## src/rtl/piano_pkg.sv

```systemverilog
// Shared definitions for the piano key front end: note codes, key count, sustain FSM states
// and the lowest-index key priority function.
package piano_pkg;

  localparam int unsigned NUM_KEYS = 8;

  localparam logic [2:0] NOTE_DO4  = 3'd0;
  localparam logic [2:0] NOTE_RE4  = 3'd1;
  localparam logic [2:0] NOTE_MI4  = 3'd2;
  localparam logic [2:0] NOTE_FA4  = 3'd3;
  localparam logic [2:0] NOTE_SOL4 = 3'd4;
  localparam logic [2:0] NOTE_LA4  = 3'd5;
  localparam logic [2:0] NOTE_SI4  = 3'd6;
  localparam logic [2:0] NOTE_DO5  = 3'd7;

  typedef enum logic [1:0] {
    IDLE,
    ON,
    TAIL
  } note_state_e;

  // Index of the lowest pressed key; NOTE_DO4 when nothing is pressed.
  function automatic logic [2:0] lowest_set(input logic [NUM_KEYS-1:0] keys);
    logic [2:0] idx;
    idx = NOTE_DO4;
    for (int i = NUM_KEYS - 1; i >= 0; i--) begin
      if (keys[i]) idx = 3'(i);
    end
    return idx;
  endfunction

endpackage

```

## src/rtl/key_debounce.sv

```systemverilog
// Single key input: two-flop synchroniser followed by a stable-level debouncer that flips its
// output only after DEBOUNCE_CYCLES consecutive differing samples.
module key_debounce #(
  parameter int unsigned DEBOUNCE_CYCLES = 500000
) (
  input  logic clk_in,
  input  logic rst,
  input  logic key_raw,
  output logic key_db
);

  localparam int unsigned CW = $clog2(DEBOUNCE_CYCLES + 1);
  localparam logic [CW-1:0] CNT_LAST = CW'(DEBOUNCE_CYCLES - 1);

  logic          sync1_q, sync2_q;
  logic          db_q, db_d;
  logic [CW-1:0] cnt_q, cnt_d;

  always_comb begin
    cnt_d = '0;
    db_d  = db_q;
    // Any sample matching the accepted level restarts the count, so glitches are dropped.
    if (sync2_q != db_q) begin
      if (cnt_q == CNT_LAST) begin
        db_d = ~db_q;
      end else begin
        cnt_d = cnt_q + CW'(1);
      end
    end
  end

  always_ff @(posedge clk_in) begin
    if (rst) begin
      sync1_q <= 1'b0;
      sync2_q <= 1'b0;
      db_q    <= 1'b0;
      cnt_q   <= '0;
    end else begin
      sync1_q <= key_raw;
      sync2_q <= sync1_q;
      db_q    <= db_d;
      cnt_q   <= cnt_d;
    end
  end

  assign key_db = db_q;

endmodule

```

## src/rtl/key_note_encoder.sv

```systemverilog
// Piano key front end: debounces eight keys, picks the lowest pressed note and gates the tone
// divider, holding the last note for a programmable sustain tail after release.
module key_note_encoder
  import piano_pkg::*;
#(
  parameter int unsigned DEBOUNCE_CYCLES = 500000,
  parameter int unsigned SUSTAIN_CYCLES  = 5000000
) (
  input  logic                clk_in,
  input  logic                rst,
  input  logic [NUM_KEYS-1:0] keys_raw,
  output logic [2:0]          scaler,
  output logic                note_on,
  output logic                note_event,
  output logic [NUM_KEYS-1:0] keys_db
);

  localparam int unsigned SW          = (SUSTAIN_CYCLES > 1) ? $clog2(SUSTAIN_CYCLES) : 1;
  localparam int unsigned TAIL_LAST_I = (SUSTAIN_CYCLES == 0) ? 0 : SUSTAIN_CYCLES - 1;
  localparam logic [SW-1:0] TAIL_LAST = SW'(TAIL_LAST_I);

  for (genvar i = 0; i < NUM_KEYS; i++) begin : g_key
    key_debounce #(
      .DEBOUNCE_CYCLES(DEBOUNCE_CYCLES)
    ) u_key_debounce (
      .clk_in (clk_in),
      .rst    (rst),
      .key_raw(keys_raw[i]),
      .key_db (keys_db[i])
    );
  end

  note_state_e   state_q, state_d;
  logic [2:0]    scaler_q, scaler_d;
  logic          note_on_q, note_on_d;
  logic          event_q, event_d;
  logic [SW-1:0] tail_q, tail_d;

  logic       any;
  logic [2:0] sel;

  assign any = |keys_db;
  assign sel = lowest_set(keys_db);

  always_comb begin
    state_d  = state_q;
    scaler_d = scaler_q;
    event_d  = 1'b0;
    tail_d   = tail_q;
    unique case (state_q)
      IDLE: begin
        if (any) begin
          state_d  = ON;
          scaler_d = sel;
          event_d  = 1'b1;
        end
      end
      ON: begin
        if (any) begin
          if (sel != scaler_q) begin
            scaler_d = sel;
            event_d  = 1'b1;
          end
        end else if (SUSTAIN_CYCLES == 0) begin
          state_d = IDLE;
        end else begin
          state_d = TAIL;
          tail_d  = '0;
        end
      end
      TAIL: begin
        // A press always wins over expiry; re-pressing the held note is silent.
        if (any) begin
          state_d = ON;
          if (sel != scaler_q) begin
            scaler_d = sel;
            event_d  = 1'b1;
          end
        end else if (tail_q == TAIL_LAST) begin
          state_d = IDLE;
        end else begin
          tail_d = tail_q + SW'(1);
        end
      end
      default: state_d = IDLE;
    endcase
    note_on_d = (state_d != IDLE);
  end

  always_ff @(posedge clk_in) begin
    if (rst) begin
      state_q   <= IDLE;
      scaler_q  <= NOTE_DO4;
      note_on_q <= 1'b0;
      event_q   <= 1'b0;
      tail_q    <= '0;
    end else begin
      state_q   <= state_d;
      scaler_q  <= scaler_d;
      note_on_q <= note_on_d;
      event_q   <= event_d;
      tail_q    <= tail_d;
    end
  end

  assign scaler     = scaler_q;
  assign note_on    = note_on_q;
  assign note_event = event_q;

endmodule

```

## config.mk

```make
export PLATFORM = sky130hd
export DESIGN_NAME = key_note_encoder
export DESIGN_NICKNAME = d
export VERILOG_FILES = /design/src/rtl/piano_pkg.sv /design/src/rtl/key_debounce.sv /design/src/rtl/key_note_encoder.sv
export SDC_FILE = /design/constraint.sdc
export NUM_CORES = 1
export LEC_CHECK = 0
export ABC_AREA = 1
export BUFFER_PORTS_ARGS = -buffer_cell sky130_fd_sc_hd__buf_2
export CAP_MARGIN = 20
export CORE_UTILIZATION = 50
export CTS_BUF_LIST = sky130_fd_sc_hd__clkbuf_8
export DETAILED_ROUTE_END_ITERATION = 7
export HOLD_SLACK_MARGIN = 0.03
export PLACE_DENSITY_LB_ADDON = 0.25
export SYNTH_ARGS = -nofsm -noshare
export SYNTH_HDL_FRONTEND = slang
export SYNTH_SLANG_ARGS = --single-unit
```

## constraint.sdc

```tcl
create_clock -name clk_in -period 2.2 [get_ports clk_in]
set_clock_uncertainty 0.2 [all_clocks]
set_input_delay 0 -clock clk_in [delete_from_list [all_inputs] [get_ports clk_in]]
set_output_delay 0 -clock clk_in [all_outputs]
set_load 0.05 [all_outputs]
```

==> summary.md <==
| Metric | Value |
|---|---|
| Run status | `finished clean` |
| Root buf cell | `clkbuf_8` |
| Clk_lat worst skew | `0.52 ns` |
| Cts bufs inserted | `37` |
| Starting Density | `0.510` |
| WHS | `0.153 ns` |
| Final Hold Vio Count | `0` |
| Fin nets | `1,490` |
| Worst setup path startpoint | `g_key[0].u_key_debounce.cnt_q[0]` |
| Clock power share | `0.501` |
| Max H-tree Level | `2` |
| Core Area | `20,200 um2` |
| Critical Path RT | `2.41 ns` |
| Vias | `8,786` |
| Startpoint types | `register` |
| Met3 Use GR | `0.0379` |
| Drt pass-1 iters | `5` |
| Row count | `52` |
| Number of port buffers | `22` |
| First-pass GRT wire length | `around 36 mm` |
| Worst Hold Class | `primary input to register` |
| Io pins | `23` |
| Peak supply drop | `0.553 mV` |
| CTS Buffer Depth | `3` |
| Sw power | `approximately 0.0017 W` |
| Total of warnings raised by yosys | `0` |
| Clk sinks | `206` |
| Crit-path max FO | `4` |
| CP endpoint kind | `register` |
| Tmin final | `2.02 ns` |
| Final setup vio count | `0` |
| Fin util | `0.580` |
| Setup CP Type | `register to register` |
| Register area share after synthesis | `0.400` |
| Die Width | `~150 um` |
| Ant diodes | `0` |
| Period utilisation layout | `0.918` |
| Syn_nets | `1,416` |
| Detailed router's first-iteration violation count | `437` |
| Lkg Pwr | `4.28 nW` |
| Reg2Reg Launch Point | `g_key[0].u_key_debounce.cnt_q[0]` |
| Die H | `between 100 and 150 um` |
| Top Usage Layer GRT | `met2` |
| Syn Inst Count | `1,393` |
| Most used cell, CP | `nand2_1` |
| Combinational fraction of design power | `0.017` |
| Arr. time, crit path | `between 2 and 2.5 ns` |
| PD cells | `between 600 and 700 nW/um2` |
| ANT nets after route | `0` |
| Internal power | `0.00613 W` |
| Drc violations | `0` |
| Worst-margin pin slew | `0.497 ns` |
| Maxcap violations | `0` |
| Hold_sp | `rst` |
| CTS tree | `yes` |
| Via/cell ratio | `between 4 and 5` |
| RSZ-0062 raised after global routing | `true` |
| Critical-path cell list | `ha_1, nand2_1, nor2_1, inv_1, nor2_2, nand4_2, nor3_2, nand2_1, o21ai_1, a21oi_1` |
| Crit path max-delay cell type | `dfxtp_1` |
| Netlist Area Pre-Place | `around 10,000 um2` |
| Total GRT Usage | `0.200` |
| Final TNS setup | `0 ns` |
| Largest net degree at the start of global routing | `20` |
| Sw frac | `0.214` |
| Max-slew violations | `0` |
| Synth Area per Inst | `7.41 um2` |
| Area grow syn2layout | `13.7%` |
| Initial antenna violation count | `0` |
| GRT met1 Usage | `0.272` |
| Post-DR wirelength/cell | `11.7 um` |
| Global route overflow | `0` |
| RePlAce Congestion | `between 0.9 and 1` |
| Yosys cell types | `52` |
| Routed WL | `20.7 mm` |
| Flop pwr share | `0.482` |
| Worst stage delay on the critical path | `0.37 ns` |
| Met2 Usage GRT | `0.320` |
| Seq cells post-synth | `roughly 210` |
| Detail Placement HPWL | `15.0 mm` |
| Slew headroom | `0.668` |
| Peak Freq | `495 MHz` |
| Worst-path clk slew | `around 0.07 ns` |
| Layout cell share with drive strength beyond 1 | `0.150` |
| Vias in the first global route | `8,180` |
| Die area | `21,200 um2` |
-- state kept, by name (all words and copies together) (netlist names) --
register and flops:
scaler 3, g_key.u_key_debounce.sync1_q 8, g_key.u_key_debounce.cnt_q 152, note_on 1
tail_q 23, state_q 2, g_key.u_key_debounce.sync2_q 8, note_event 1
g_key.u_key_debounce.key_db 8
-- power by group through the flow --
stage	combinational [W]	sequential, W	clock, W
after detailed placement	0.000102	0.00384	0
after global placement	0.000101	0.00384	0
after global routing	0.000150	0.00376	0.00422
after CTS	0.000133	0.00376	0.00402
final	0.000133	0.00376	0.00391
after floorplan	0.0000726	0.00384	0
-- Yosys cell counts (all sizes together) --
| master | number | share of area |
|---|---|---|
| nand2 | 261 | 0.097 |
| nor2 | 221 | 0.093 |
| inv | 208 | 0.076 |
| dfxtp | 206 | 0.40 |
| a21oi | 79 | 0.042 |
| nand3 | 76 | 0.043 |
| nand4 | 55 | 0.038 |
| nor3 | 55 | 0.035 |
| xor2 | 47 | 0.040 |
| o21ai | 41 | 0.020 |
| nor4 | 27 | 0.019 |
| buf | 22 | 0.017 |
| nor3b | 21 | 0.017 |
| xnor2 | 14 | 0.012 |
| ha | 13 | 0.016 |
| or2 | 13 | 0.0079 |
| nand3b | 6 | 0.0044 |
| clkbuf | 5 | 0.0057 |
| o21a | 5 | 0.0036 |
| a211oi | 4 | 0.0029 |
| and3 | 3 | 0.0018 |
| a21o | 2 | 0.0015 |
| and2 | 2 | 0.0015 |
| o21bai | 2 | 0.0015 |
| a21boi | 1 | 0.00073 |
| a22oi | 1 | 0.0012 |
| clkinv | 1 | 0.00085 |
| o211ai | 1 | 0.00073 |
| o31ai | 1 | 0.00073 |
-- critical path: cells and delay by family (launching register included) --
kind / cells / cell delay [ns]
simple gates: 6 / 0.87
flops: 1 / 0.37
fa+ha+maj: 1 / 0.21
compound gates: 2 / 0.18
buf+inv: 1 / 0.08
-- worst paths after layout --
check                                                    endpoint  slack [ns]  cells after the start
worst max-delay path            g_key[0].u_key_debounce.cnt_q[18]        0.18                     10
worst min-delay path              g_key[5].u_key_debounce.sync2_q        0.15                      3
worst max register to register  g_key[0].u_key_debounce.cnt_q[18]        0.18                     10
worst min register to register    g_key[6].u_key_debounce.sync2_q        0.20                      2
-- cells in the final DEF (no fill, tap or decap), drive strengths merged --
| cell | count |
|---|---|
| and2 | 2 |
| xor2 | 47 |
| o21a | 5 |
| a21o | 2 |
| nor2 | 221 |
| clkinv | 9 |
| nor3b | 21 |
| a21oi | 79 |
| nand3 | 76 |
| a22oi | 1 |
| nor3 | 55 |
| nand2 | 261 |
| inv | 215 |
| xnor2 | 14 |
| nor4 | 27 |
| o21bai | 2 |
| and3 | 3 |
| dlygate4sd3 | 23 |
| clkbuf | 48 |
| a21boi | 1 |
| bufinv | 3 |
| a211oi | 4 |
| dfxtp | 206 |
| o21ai | 41 |
| buf | 39 |
| or2 | 13 |
| clkinvlp | 2 |
| o31ai | 1 |
| o211ai | 1 |
| nand4 | 55 |
| ha | 13 |
| nand3b | 6 |
-- stage by stage --
step / cell area [um2] / worst slack (ns) / instances / power [W]
3_5_place_dp: 10700 / 0.157 / 1674 / 0.00394
2_1_floorplan: 10300 / 0.340 / 1393 / 0.00391
6_report: 11700 / 0.180 / 1766 / 0.00780
5_1_grt: 11700 / -0.00615 / 1766 / 0.00812
3_3_place_gp: 10700 / 0.196 / 1674 / 0.00394
4_1_cts: 11700 / 0.152 / 1765 / 0.00791
-- per-layer routing --
layer,vias to the layer above,routed length (um)
met4,0,380
met3,28,739
met5,-,0
li1,4654,-
met1,3977,10300
met2,127,9240
-- timing repair --
item / in CTS / in global routing
resized for setup: 0 / 2
hold buffers: 23 / 0
endpoints found under the setup margin: 0 / 5
hold endpoints to repair: 53 / 0
setup buffers: 0 / 1
-- cells by family (layout without fill, tap and decap cells) --
group                    after synthesis  in the layout  synth area share
AO/OA/AOI/OAI                        137            137            0.0754
XOR/XNOR                              61             61            0.0518
buffers and inverters                236            339            0.0994
adder cells (fa/ha/maj)               13             13            0.0158
AND/OR/NAND/NOR                      740            740             0.358
flip-flops                           206            206             0.400
-- cell type report --
type	instances	area, um2
multi-input cells	951	5170
clock inverters	20	171
fillers	1887	8510
flip-flops and latches	206	4130
clock buffers	48	661
repair buffers	62	468
well taps	270	338
inverters	209	795
Power figures use the tool's default switching activity.
